==> config.mk <==
export PLATFORM = sky130hd
export DESIGN_NAME = i2c_txn_arbiter
export DESIGN_NICKNAME = d
export VERILOG_FILES = /design/src/rtl/i2c_pkg.sv /design/src/rtl/rr_arbiter_pick.sv /design/src/rtl/i2c_txn_arbiter.sv
export SDC_FILE = /design/constraint.sdc
export NUM_CORES = 1
export LEC_CHECK = 0
export CAP_MARGIN = 20
export CORE_MARGIN = 2
export CORE_UTILIZATION = 60
export DETAILED_ROUTE_END_ITERATION = 8
export DONT_BUFFER_PORTS = 1
export PLACE_DENSITY = 0.76
export RECOVER_POWER = 50
export REMOVE_ABC_BUFFERS = 1
export SYNTH_ARGS = -nofsm -noshare
export SYNTH_HDL_FRONTEND = slang
export SYNTH_HIERARCHICAL = 1
export SYNTH_SLANG_ARGS = --single-unit
==> constraint.sdc <==
create_clock -name clk -period 3.96 [get_ports clk]
set_clock_uncertainty 0.2 [all_clocks]
set_input_delay 0.396 -clock clk [delete_from_list [all_inputs] [get_ports clk]]
set_output_delay 0.396 -clock clk [all_outputs]
set_load 0.02 [all_outputs]
==> src/rtl/i2c_pkg.sv <==
// Shared types and constants for the I2C transaction arbiter: FSM state encoding,
// position of the R/!W bit in the address byte, and default widths.
package i2c_pkg;

    typedef enum logic [1:0] {
        IDLE  = 2'd0,
        START = 2'd1,
        WAIT  = 2'd2,
        RESP  = 2'd3
    } state_e;

    localparam int RW_BIT                 = 0;
    localparam int DEF_NUM_REQ            = 4;
    localparam int DEF_ADDR_W             = 8;
    localparam int DEF_DATA_W             = 8;
    localparam int DEF_TIMEOUT_CYCLES     = 4096;

endpackage

==> src/rtl/rr_arbiter_pick.sv <==
// Combinational round-robin pick: the first asserted request at or after the pointer
// (wrapping) wins, reported both as a one-hot grant and as an index.
module rr_arbiter_pick #(
    parameter int NUM_REQ = 4,
    parameter int IDX_W   = (NUM_REQ > 1) ? $clog2(NUM_REQ) : 1
) (
    input  logic [NUM_REQ-1:0] req_i,
    input  logic [IDX_W-1:0]   ptr_i,
    output logic [NUM_REQ-1:0] grant_o,
    output logic [IDX_W-1:0]   idx_o,
    output logic               any_o
);

    logic [IDX_W:0]   candSum;
    logic [IDX_W-1:0] cand;

    // Scan NUM_REQ positions starting at the pointer; the sum is one bit wider so the
    // wrap works for requester counts that are not a power of two.
    always_comb begin
        grant_o = '0;
        idx_o   = '0;
        any_o   = 1'b0;
        candSum = '0;
        cand    = '0;
        for (int i = 0; i < NUM_REQ; i++) begin
            candSum = {1'b0, ptr_i} + (IDX_W+1)'(i);
            if (candSum >= (IDX_W+1)'(NUM_REQ)) begin
                candSum = candSum - (IDX_W+1)'(NUM_REQ);
            end
            cand = candSum[IDX_W-1:0];
            if (!any_o && req_i[cand]) begin
                any_o         = 1'b1;
                idx_o         = cand;
                grant_o[cand] = 1'b1;
            end
        end
    end

endmodule

==> src/rtl/i2c_txn_arbiter.sv <==
// Round-robin sharing of one I2C master engine between NUM_REQ requesters, one byte per grant.
// Optional WAIT watchdog enabled by defining I2C_ARB_TIMEOUT_EN.
module i2c_txn_arbiter
    import i2c_pkg::*;
#(
    parameter int NUM_REQ        = DEF_NUM_REQ,
    parameter int ADDR_W         = DEF_ADDR_W,
    parameter int DATA_W         = DEF_DATA_W,
    parameter int TIMEOUT_CYCLES = DEF_TIMEOUT_CYCLES
) (
    input  logic                      clk,
    input  logic                      rst_n,
    input  logic [NUM_REQ-1:0]        req_valid,
    output logic [NUM_REQ-1:0]        req_ready,
    input  logic [NUM_REQ*ADDR_W-1:0] req_addr,
    input  logic [NUM_REQ*DATA_W-1:0] req_wdata,
    output logic [NUM_REQ-1:0]        rsp_valid,
    output logic [DATA_W-1:0]         rsp_rdata,
    output logic                      rsp_nack,
    output logic                      rsp_timeout,
    output logic                      m_start,
    output logic [ADDR_W-1:0]         m_addr,
    output logic [DATA_W-1:0]         m_wdata,
    input  logic [DATA_W-1:0]         m_rdata,
    input  logic                      m_done,
    input  logic                      m_nack
);

    localparam int IDX_W = (NUM_REQ > 1) ? $clog2(NUM_REQ) : 1;

    state_e              state_q, state_d;
    logic [IDX_W-1:0]    ptr_q, ptr_d;
    logic [IDX_W-1:0]    owner_q, owner_d;
    logic [ADDR_W-1:0]   addr_q, addr_d;
    logic [DATA_W-1:0]   wdata_q, wdata_d;
    logic [DATA_W-1:0]   rdata_q, rdata_d;
    logic                nack_q, nack_d;

    logic [NUM_REQ-1:0]  pickGrant;
    logic [IDX_W-1:0]    pickIdx;
    logic                pickAny;

`ifdef I2C_ARB_TIMEOUT_EN
    localparam int CNT_W = $clog2(TIMEOUT_CYCLES + 1);
    logic [CNT_W-1:0]    cnt_q, cnt_d;
    logic                timeout_q, timeout_d;
`endif

    rr_arbiter_pick #(
        .NUM_REQ (NUM_REQ),
        .IDX_W   (IDX_W)
    ) u_pick (
        .req_i   (req_valid),
        .ptr_i   (ptr_q),
        .grant_o (pickGrant),
        .idx_o   (pickIdx),
        .any_o   (pickAny)
    );

    always_ff @(posedge clk or negedge rst_n) begin
        if (!rst_n) begin
            state_q <= IDLE;
            ptr_q   <= '0;
            owner_q <= '0;
            addr_q  <= '0;
            wdata_q <= '0;
            rdata_q <= '0;
            nack_q  <= 1'b0;
`ifdef I2C_ARB_TIMEOUT_EN
            cnt_q     <= '0;
            timeout_q <= 1'b0;
`endif
        end else begin
            state_q <= state_d;
            ptr_q   <= ptr_d;
            owner_q <= owner_d;
            addr_q  <= addr_d;
            wdata_q <= wdata_d;
            rdata_q <= rdata_d;
            nack_q  <= nack_d;
`ifdef I2C_ARB_TIMEOUT_EN
            cnt_q     <= cnt_d;
            timeout_q <= timeout_d;
`endif
        end
    end

    always_comb begin
        state_d   = state_q;
        ptr_d     = ptr_q;
        owner_d   = owner_q;
        addr_d    = addr_q;
        wdata_d   = wdata_q;
        rdata_d   = rdata_q;
        nack_d    = nack_q;
        req_ready = '0;
        rsp_valid = '0;
        m_start   = 1'b0;
`ifdef I2C_ARB_TIMEOUT_EN
        cnt_d     = cnt_q;
        timeout_d = timeout_q;
`endif
        case (state_q)
            IDLE: begin
                if (pickAny) begin
                    // Accept pulse is masked by rst_n so it reads 0 while reset is held.
                    req_ready = pickGrant & {NUM_REQ{rst_n}};
                    owner_d   = pickIdx;
                    addr_d    = req_addr[int'(pickIdx)*ADDR_W +: ADDR_W];
                    wdata_d   = req_wdata[int'(pickIdx)*DATA_W +: DATA_W];
                    ptr_d     = (pickIdx == IDX_W'(NUM_REQ-1)) ? '0 : pickIdx + IDX_W'(1);
                    state_d   = START;
                end
            end
            START: begin
                m_start = 1'b1;
`ifdef I2C_ARB_TIMEOUT_EN
                cnt_d   = '0;
`endif
                state_d = WAIT;
            end
            WAIT: begin
                if (m_done) begin
                    rdata_d = addr_q[RW_BIT] ? m_rdata : '0;
                    nack_d  = m_nack;
`ifdef I2C_ARB_TIMEOUT_EN
                    timeout_d = 1'b0;
`endif
                    state_d = RESP;
                end
`ifdef I2C_ARB_TIMEOUT_EN
                else if (cnt_q == CNT_W'(TIMEOUT_CYCLES-1)) begin
                    rdata_d   = '0;
                    nack_d    = 1'b1;
                    timeout_d = 1'b1;
                    state_d   = RESP;
                end else begin
                    cnt_d = cnt_q + CNT_W'(1);
                end
`endif
            end
            RESP: begin
                rsp_valid[owner_q] = 1'b1;
                state_d            = IDLE;
            end
            default: state_d = IDLE;
        endcase
    end

    assign m_addr    = addr_q;
    assign m_wdata   = wdata_q;
    assign rsp_rdata = rdata_q;
    assign rsp_nack  = nack_q;
`ifdef I2C_ARB_TIMEOUT_EN
    assign rsp_timeout = timeout_q;
`else
    assign rsp_timeout = 1'b0;
`endif

endmodule
==> summary.md <==
| Metric | Value |
|---|---|
| Outcome | `finished, violations left` |
| Failing checks | `capacitance limit, slew limit` |
| Depth of the CTS H-tree | `2` |
| Critical Path RT | `3.36 ns` |
| Grt ovf | `0` |
| Final Cycle Share | `85.8%` |
| N_diodes | `0` |
| Setup crit end kind | `primary output` |
| Post-layout minimum cycle time | `3.40 ns` |
| CP Launch Type | `register` |
| Iteration-0 DRC Markers | `110` |
| Clock Tree Root | `clkbuf_8` |
| Core area | `3610 um^2` |
| Final Slew Violations | `32` |
| Final Hold Fails | `0` |
| Final ANT Viol Nets | `0` |
| Die X-Extent | `64.8 um` |
| Slew margin rel. | `-7.85%` |
| DP Wirelength | `3960 um` |
| Clock Latency Late Sink | `0.27 ns` |
| Share of layout cells above drive strength 1 | `15.0%` |
| Final net count | `303` |
| Largest buffer count on any clock path | `2` |
| Area grow syn2layout | `4.91%` |
| Final setup vio count | `0` |
| Count of buffers from port buffering | `0` |
| RePlAce Congestion | `0.800` |
| Die Area | `4200 um^2` |
| Die span in y | `64.8 um` |
| Syn_area_per_cell | `10.4 um^2` |
| Fill cells | `281` |
| Total CTS buffers | `5` |
| IR drop worst, VDD | `0.531 mV` |
| RSZ-0062 raised after global routing | `false` |
| Setup TNS | `0 ns` |
| Synth top area cells | `dfrtp_1, mux2i_1, o221ai_2` |
| CP max FO | `22` |
| Vias in the first global route | `1733` |
| FP Rows | `22` |
| Initial antenna violation count | `0` |
| Commonest non-fill, non-tap cell in the layout | `nand2_1` |
| Post-Synthesis Cells | `213` |
| Vias per cell | `6.58` |
| Post-route DRC | `0` |
| Placed instance area | `2210 um^2` |
| Postcts setup bufs | `0` |
| Mapped Area | `2220 um^2` |
| Largest net degree at the start of global routing | `32` |
| Yosys Warn Count | `6` |
| Sequential share of the synthesized area | `35.0%` |
| Library cells used by synthesis | `38` |
| Post-synth top area share | `35.0%` |
| Most frequent cells in the layout | `nand2_1, mux2i_1, dfrtp_1` |
| CP arrival | `2.80 ns` |
| Initial Utilization | `61.5%` |
| Pwr dens | `1080 nW/um^2` |
| CTS tree | `yes` |
| Max frequency | `0.294 GHz` |
| Critical path class | `register to primary output` |
| Final instance area | `2320 um^2` |
| CTS sink count | `31` |
| Tot GR Track Use | `24.6%` |
| I/O pin cnt | `115` |
| Max_cap viols | `1` |
| Worst min-delay path class | `input pin to register` |
| Yosys top cell by area | `dfrtp_1` |
| Total vias in the final route | `1718` |
| Pre-antenna DRT Iters | `4` |
| First-pass GRT wire length | `8020 um` |
| WL/cell | `19.5 um` |
| Worst-path clk slew | `0.06 ns` |
| Leakage power | `0.00104 uW` |
| Slew @ Worst Pin | `1.62 ns` |
| Synth Register Bits | `31` |
| Drt total wl | `5090 um` |
## synth_stat cells
cell / number
o21ai_0: 11
mux2_2: 4
nand3_1: 1
o211ai_1: 1
and3_1: 2
and2_1: 3
o32a_1: 1
buf_4: 4
o21ai_1: 2
nor2b_1: 2
nand2_1: 39
nor3_1: 1
nand2b_1: 2
buf_1: 1
buf_2: 2
inv_1: 6
nor4b_4: 1
buf_6: 4
o221ai_2: 10
ha_1: 11
conb_1: 1
nor3b_1: 1
o221ai_1: 7
mux2i_1: 34
nor4_1: 1
o31ai_1: 2
a22oi_1: 8
a21oi_1: 1
a32o_1: 1
mux4_1: 2
or2_1: 1
clkbuf_1: 4
nor2_1: 6
mux4_2: 2
dfrtp_1: 31
and2b_2: 1
nand2_2: 1
mux2_1: 1
## per-layer routing
layer / track usage (%) / up-vias / wire length (um)
met1: 27.8 / 840 / 1900
met2: 45.1 / 86 / 2770
met4: 7.45 / 0 / 114
li1: - / 776 / -
met5: 0 / - / 0
met3: 6.25 / 16 / 307
## area by class of cell
class                   instances  area (um^2)  area share (%)
clock buffers                   8          100            4.31
multi-input cells             161         1320            56.6
flip-flops and latches         31          776            33.4
inverters                       6         22.5           0.969
well taps                      48         60.1            2.58
repair buffers                  7         51.3            2.21
## registers in the layout, indices dropped and copies added, names as in the netlist
signal	cells
m_addr	8
m_wdata	8
owner_q	2
ptr_q	2
rsp_nack	1
rsp_rdata	8
state_q	2
## timing repair
item	in CTS	in global routing
gates resized for setup	0	0
hold endpoints to repair	31	0
hold buffers	2	0
## final timing paths
path                           endpoint  slack [ns]  cells past startpoint  startpoint
max                        req_ready[2]        0.56                      8    ptr_q[1]
min                        rsp_rdata[5]        0.06                      2  m_rdata[5]
max reg2reg                    ptr_q[1]        0.62                      9    ptr_q[1]
min reg2reg                  state_q[1]        0.37                      1  state_q[1]
max in group asynchronous    m_wdata[7]        1.72                      2       rst_n
min in group asynchronous  rsp_rdata[4]        0.91                      2       rst_n
## through the flow
| stage | hold WS, ns | power [uW] | setup WS, ns | utilization [%] | cells |
|---|---|---|---|---|---|
| finish | 0.0649 | 2520 | 0.561 | 64.5 | 261 |
| global route | 0.0589 | 2700 | 0.342 | 64.5 | 261 |
| CTS | 0.0562 | 2530 | 0.584 | 64.9 | 261 |
| floorplan | -0.0996 | 1930 | -0.0263 | - | 198 |
| detailed placement | -0.0990 | 2250 | 0.652 | 61.3 | 251 |
| global placement | -0.0990 | 2140 | 0.821 | 61.3 | 251 |
## logic make-up (layout without fill, tap and decap cells)
family          Yosys count  after routing  share of synthesized area [%]
buf+inv                  21             21                           5.70
fa+ha+maj                11             11                           6.21
other cells               1              1                          0.169
simple gates             62             62                           13.3
mux                      43             43                           22.3
compound gates           44             44                           17.3
flops                    31             31                           35.0
## worst max-delay path, stage by stage (launching register included)
cell and delay, ns:
dfrtp_1 0.51, inv_1 0.15, ha_1 0.38, mux4_2 0.44, nor3_1 0.32, nand2b_1 0.19
nand2_2 0.11, buf_4 0.26, nor2_1 0.18
## power breakdown
group / total [uW] / internal, uW / leakage [uW] / switching (uW)
Clock: 266 / 158 / 0.0000515 / 108
Combinational: 1510 / 669 / 0.000602 / 845
Sequential: 737 / 466 / 0.000388 / 271
Note: power is estimated with default switching activity, not from simulation.
